File: config.mk
export PLATFORM = sky130hd
export DESIGN_NAME = hp35_word_timer
export DESIGN_NICKNAME = d
export VERILOG_FILES = /design/src/rtl/hp35_word_timer.sv
export SDC_FILE = /design/constraint.sdc
export NUM_CORES = 1
export LEC_CHECK = 0
export ABC_AREA = 1
export BUFFER_PORTS_ARGS = -buffer_cell sky130_fd_sc_hd__clkbuf_2
export CORE_ASPECT_RATIO = 0.5
export CORE_MARGIN = 2
export CORE_UTILIZATION = 49
export DETAILED_ROUTE_END_ITERATION = 7
export MAX_ROUTING_LAYER = met4
export PLACE_DENSITY = 0.81
export SLEW_MARGIN = 20
export SYNTH_ARGS = -nofsm -noshare
export SYNTH_HDL_FRONTEND = slang
export SYNTH_SLANG_ARGS = --single-unit
File: constraint.sdc
create_clock -name clk -period 1.9 [get_ports clk]
set_clock_uncertainty 0.1 [all_clocks]
set_input_delay 0.285 -clock clk [delete_from_list [all_inputs] [get_ports clk]]
set_output_delay 0.285 -clock clk [all_outputs]
set_load 0.01 [all_outputs]
File: src/rtl/hp35_word_timer.sv
// Bit-time sequencer for the HP-35 serial ROM bus: it shifts a ROM address out on ia,
// marks the instruction window with sync, and assembles the instruction coming back on is_in.
module hp35_word_timer #(
  parameter int WORD_LEN   = 56,
  parameter int SYNC_START = 45,
  parameter int SYNC_LEN   = 10,
  parameter int ADDR_START = 19
) (
  input  logic                clk,
  input  logic                reset,
  input  logic [7:0]          addr_in,
  input  logic                addr_valid,
  output logic                addr_ready,
  output logic                ia,
  input  logic                is_in,
  output logic                sync,
  output logic [5:0]          bit_time,
  output logic                word_start,
  output logic [SYNC_LEN-1:0] inst_out,
  output logic                inst_valid
);

  localparam logic [5:0] LAST_BT = 6'(WORD_LEN - 1);
  localparam logic [5:0] SYNC_LO = 6'(SYNC_START);
  localparam logic [5:0] SYNC_HI = 6'(SYNC_START + SYNC_LEN - 1);
  localparam logic [5:0] ADDR_LO = 6'(ADDR_START);
  localparam logic [5:0] ADDR_HI = 6'(ADDR_START + 7);

  logic [7:0]          cur_addr;
  logic [7:0]          pending;
  logic                pending_full;
  // Holds the first SYNC_LEN-1 samples; the last one is taken straight from is_in.
  logic [SYNC_LEN-2:0] shifter;
  logic                in_sync;
  logic                in_addr;
  logic [2:0]          addr_k;
  logic                take;

  assign in_sync    = (bit_time >= SYNC_LO) && (bit_time <= SYNC_HI);
  assign in_addr    = (bit_time >= ADDR_LO) && (bit_time <= ADDR_HI);
  assign addr_k     = 3'(bit_time - ADDR_LO);

  assign sync       = !reset && in_sync;
  assign ia         = !reset && in_addr && cur_addr[addr_k];
  assign word_start = reset || (bit_time == 6'd0);
  assign addr_ready = reset || !pending_full;
  assign take       = addr_valid && !pending_full;

  always_ff @(posedge clk) begin
    if (reset) begin
      bit_time     <= 6'd0;
      cur_addr     <= 8'd0;
      pending      <= 8'd0;
      pending_full <= 1'b0;
      shifter      <= '0;
      inst_out     <= '0;
      inst_valid   <= 1'b0;
    end else begin
      bit_time <= (bit_time == LAST_BT) ? 6'd0 : bit_time + 6'd1;

      // The word boundary is the only point where the outgoing address may change,
      // so ia stays stable across the whole address window.
      if (bit_time == 6'd0 && pending_full) begin
        cur_addr     <= pending;
        pending_full <= 1'b0;
      end
      // A slot that is empty at the boundary edge accepts here; the new address
      // then waits one full word in pending.
      if (take) begin
        pending      <= addr_in;
        pending_full <= 1'b1;
      end

      if (in_sync)
        shifter <= {is_in, shifter[SYNC_LEN-2:1]};

      inst_valid <= (bit_time == SYNC_HI);
      if (bit_time == SYNC_HI)
        inst_out <= {is_in, shifter};
    end
  end

endmodule

## Word level (Yosys, flattened, before mapping)

Cells that the tools add are included.

| storage, ports and cells | value |
|---|---|
| register bits after elaboration | 43 |
| word-level logic and storage cells | 34 |
| input port bits | 12 |
| output and inout port bits | 21 |

| cells by class | value |
|---|---|
| magnitude comparators | 5 |
| multiplexer cells | 4 |
| reductions and logical operators | 14 |
| add/subtract/negate cells | 2 |
| equality and inequality tests | 2 |

Operators by type and width:

| cell | number |
|---|---|
| 6-bit equality test (second input constant) | 2 |
| 1-bit logical AND | 7 |
| 6-bit by 1-bit adder with 6-bit output (second input constant) | 1 |
| 6-bit by 5-bit >= comparator with 1-bit output (second input constant) | 1 |
| 6-bit >= comparator (second input constant) | 1 |
| 6-bit by 5-bit less-or-equal comparator with 1-bit output (second input constant) | 1 |
| 6-bit less-or-equal comparator (second input constant) | 1 |
| 6-bit logical NOT | 1 |
| 3-bit by 4-bit < comparator with 1-bit output (second input constant) | 1 |
| 1-bit binary-select mux with 3-bit select | 1 |
| 1-bit 2-to-1 mux | 3 |
| 3-bit by 2-bit subtractor with 3-bit output (second input constant) | 1 |
| 1-bit logical NOT | 2 |
| 1-bit logical OR | 2 |
| 2-bit nonzero test | 1 |
| 2-bit OR reduction | 1 |

## Longest topological paths before layout

| depth | value |
|---|---|
| word-level depth | 4 |
| gate-level depth with buffers | 9 |
| mapped depth without buffers | 9 |

## Least setup slack after synthesis

No wires, ideal clock.

| timing path | value |
|---|---|
| path type | reg-to-output |
| start point | register bit_time[0] |
| end point | output sync |
| path buffers | 1 |
| required time | 1.515 ns |
| slack | -0.060 ns |
| stages on the path, launching flop included | 8 |
| data arrival time | 1.575 ns |
| cells stage by stage | dfxtp_1 inv_1 ha_1 nand2_1 nand2_1 o21ai_4 buf_6 and2_1 |

| on the way | value |
|---|---|
| word-level cells in the longest chain between the ends | 3 |
| elaborated cells on any way between the ends | 4 |
| those cells by class | 2 x order compare; 2 x reduce/logical |

Ends and longest elaborated chain:

| item | RTL line | text |
|---|---|---|
| start, declared | 17 | `output logic [5:0] bit_time,` |
| start signal, assigned | 59 | `bit_time <= (bit_time == LAST_BT) ? 6'd0 : bit_time + 6'd1;` |
| 6-bit >= comparator or 6-bit less-or-equal comparator (tied branches) | 39 | `assign in_sync = (bit_time >= SYNC_LO) && (bit_time <= SYNC_HI);` |
| 1-bit logical AND * | 39 |  |
| 1-bit logical AND * | 43 | `assign sync = !reset && in_sync;` |
| end, declared | 16 | `output logic sync,` |

Mark *: on every way between the ends. The rest lies on a longest branch, timed or not.

## Final worst setup path

Same ends and word-level chain as after synthesis.

==> results.yml <==
status:
  status: "finished with violations"
  violations: "setup timing"
cells_and_area:
  fillCellCount: 320
  layoutNonFillerInstCount: 349
  design_area_um2: 2250
  fin_nets: 316
  ant_cells: 0
  flow.area_growth_from_synthesis_pct: 23.83
  drive_above_1_share: 0.2148
  layout.core_utilization: 0.6444
synthesis:
  ys.warnings.count: 0
  most_used_dff_post_synth: "dfxtp_1"
  synth_sequential_area_ratio: 0.4738
  yosys.area_share.xor_xnor: 0.004821
  synthAdderAreaFrac: 0.04132
  netlist.top_cell.by_area: "dfxtp_1"
  multiplexer_fraction_of_the_synthesized_cell_area: 0
  synth.cell_area_um2: 1817
  synth.top_cell.area_share: 0.4738
  post_synth_most_frequent_cells: "nor2_1 (85), nand2_1 (44), dfxtp_1 (43), o21ai_0 (29), inv_1 (20)"
  synth_simple_gate_area_share: 0.3106
  post_synth_inst_count: 256
  synth.net_count: 274
  yosys.cell_types.count: 20
  synth_area_leaders: "dfxtp_1 (47%), nor2_1 (18%), nand2_1 (9.1%), o21ai_0 (8.0%), ha_1 (4.1%)"
  async_reset_ff_frac: 0
  synth_top_family_by_area: "simple AND/OR/NAND/NOR gates"
  synth_compound_gate_area_share: 0.1006
  number_of_enable_flip_flop_cells_after_synthesis: 0
  post_synth.cell_area_avg_um2: 7.097
  ys_seq_elements: 43
  synthMostInstantiatedCell: "nor2_1"
placement:
  number_of_placed_instances_with_taps_included: 338
  detailed_place_hpwl_mm: 2.579
  place.port_buffers: 32
  place_area_um2: 2044
  routabilityCongestion: 0.8007
critical_path:
  max_stage_delay_ns: 0.36
  cp_num_buf_inv: 3
  worstSetupEndpointType: "output pin"
  worstSetupPathType: "flip-flop to output pin"
  timing.critical_path.max_delay_family: "flip-flops"
  cp_data_arrival_time_ns: 1.62
  critPathSlowestCell: "dfxtp_2"
  crit_fanout: 4
  worstSetupStartpointType: "flip-flop"
  cp.required_ns: 1.51
  cells_traversed_along_the_worst_timing_path: "clkinvlp_4, ha_2, inv_1, nand3_1, nand2_2, o21ai_4, and2_1, buf_2"
clocking:
  cts_buffers: 5
  h-tree-depth: 2
  worst_setup_hold_path_clk_slew_ns: 0.07
  cts_hold_buffers: 0
  cts_num_sinks: 43
  clock_path_buffers: 2
  cts_tree: "yes"
  clkLatencyLatePin_ns: 0.29
  root_buffer: "clkbuf_8"
power:
  leakage_nw: 0.9703
  power_density_nw_per_um2: 825.5
  fin_total_pwr_mw: 1.857
  power.ir.vdd_worst_mv: 0.7319
timing:
  setup_tns_ns: -0.2024
  final.period_utilization: 1.056
  slew_violations: 0
  timing.final.crit_period_ns: 2.006
  setup-violations-final: 2
  max_clock_freq_mhz: 498.6
  final_hold_viol_count: 0
  postLayoutSetupSlackWorst_ns: -0.1056
  worst_pin_slew_ns: 0.3397
  grt_setup_unrepaired: "yes"
  slew_headroom: 0.7733
routing:
  vias_per_cell: 4.716
  detail_route.drc_violations: 0
  routed_wire_length_per_instance_um: 10.64
  vias: 1646
  detail_route.wirelength_mm: 3.713
  ant_nets: 0
  firstDrtPassIters: 4
  dr.first_iter.drc_count: 60
grt:
  antenna_found_initial: 0
  grt_pass1_vias: 1463
  grt_max_degree: 19
  first_pass_grt_wire_length_mm: 6.216
  grt_overflow_total: 0
  track_usage: 0.1951
floorplan:
  rows: 15
  top_level_ports: 33
  start_util: 0.5204
  die_area_um2: 4240
  floorplan.die.width_um: 90.11
  core_um2: 3491
  floorplan.die.height_um: 47.06
flow_run:
  drv_cap: 0
hold_path:
  min-delay-path-class: "input pin to flip-flop"
where the power goes:
part	leakage [nW]	internal (mW)	switching, mW
clock network	0.0513	0.385	0.288
logic	0.568	0.0924	0.125
registers	0.351	0.939	0.0278
total	0.970	1.42	0.441
registers in the layout, summed over array words and instances, names as in the netlist:
| signal | count |
|---|---|
| bit_time | 6 |
| cur_addr | 8 |
| inst_out | 10 |
| inst_valid | 1 |
| pending | 8 |
| pending_full | 1 |
| shifter | 9 |
final cells by class:
cell class	count	area [um^2]	area share
clock buffers	6	72.57	0.03226
flip-flops and latches	43	867.1	0.3854
well taps	51	63.81	0.02836
multi-input cells	184	888.4	0.3949
inverters	22	88.84	0.03949
clock inverters	1	30.03	0.01335
repair buffers	42	239.0	0.1062
cell families after synthesis:
logic type	after synthesis
compound gates	34
xor+xnor	1
fa+ha+maj	6
buf+inv	29
flops	43
simple gates	143
metal layers:
metal / vias to the layer above / share of wire / track usage
li1: 882 / - / -
met1: 719 / 0.45 / 0.2165
met2: 39 / 0.49 / 0.3504
met3: 6 / 0.043 / 0.05457
met4: 0 / 0.0083 / 0.08000
met5: - / 0 / -
cells in the final DEF, fill, tap and decap left out, types with 2 or more instances in the layout:
| master | netlist | layout |
|---|---|---|
| nor2_1 | 85 | 85 |
| nand2_1 | 44 | 42 |
| dfxtp_1 | 43 | 40 |
| clkbuf_2 | 1 | 30 |
| o21ai_0 | 29 | 29 |
| inv_1 | 20 | 18 |
| buf_4 | 0 | 9 |
| nand3_1 | 9 | 8 |
| clkbuf_8 | 0 | 5 |
| a21oi_1 | 3 | 3 |
| ha_4 | 0 | 3 |
| nand2_2 | 0 | 2 |
| nand4_1 | 2 | 2 |
| clkinv_1 | 2 | 2 |
| ha_1 | 6 | 2 |
| dfxtp_2 | 0 | 2 |
| buf_2 | 0 | 2 |
final timing paths:
check	startpoint	endpoint	slack [ns]	depth (start not counted)
setup / recovery	bit_time[0]	sync	-0.11	8
hold / removal	reset	inst_valid	0.09	2
setup reg to reg	bit_time[0]	cur_addr[6]	0.21	6
hold reg to reg	shifter[0]	shifter[0]	0.38	2
repair_timing:
action                     in CTS  in global routing
gates resized for setup        14                  5
setup endpoints to repair       2                  2
pin swaps                       5                  2
buffers inserted                4                  0
stage by stage:
step           hold WS (ns)  worst slack (ns)
5_1_grt              0.1028           -0.1936
3_5_place_dp         0.3658            0.1067
2_1_floorplan        0.2574           0.08752
6_report            0.08518           -0.1056
4_1_cts             0.07526          -0.09623
3_3_place_gp         0.3583            0.1606
Power figures use the tool's default switching activity.
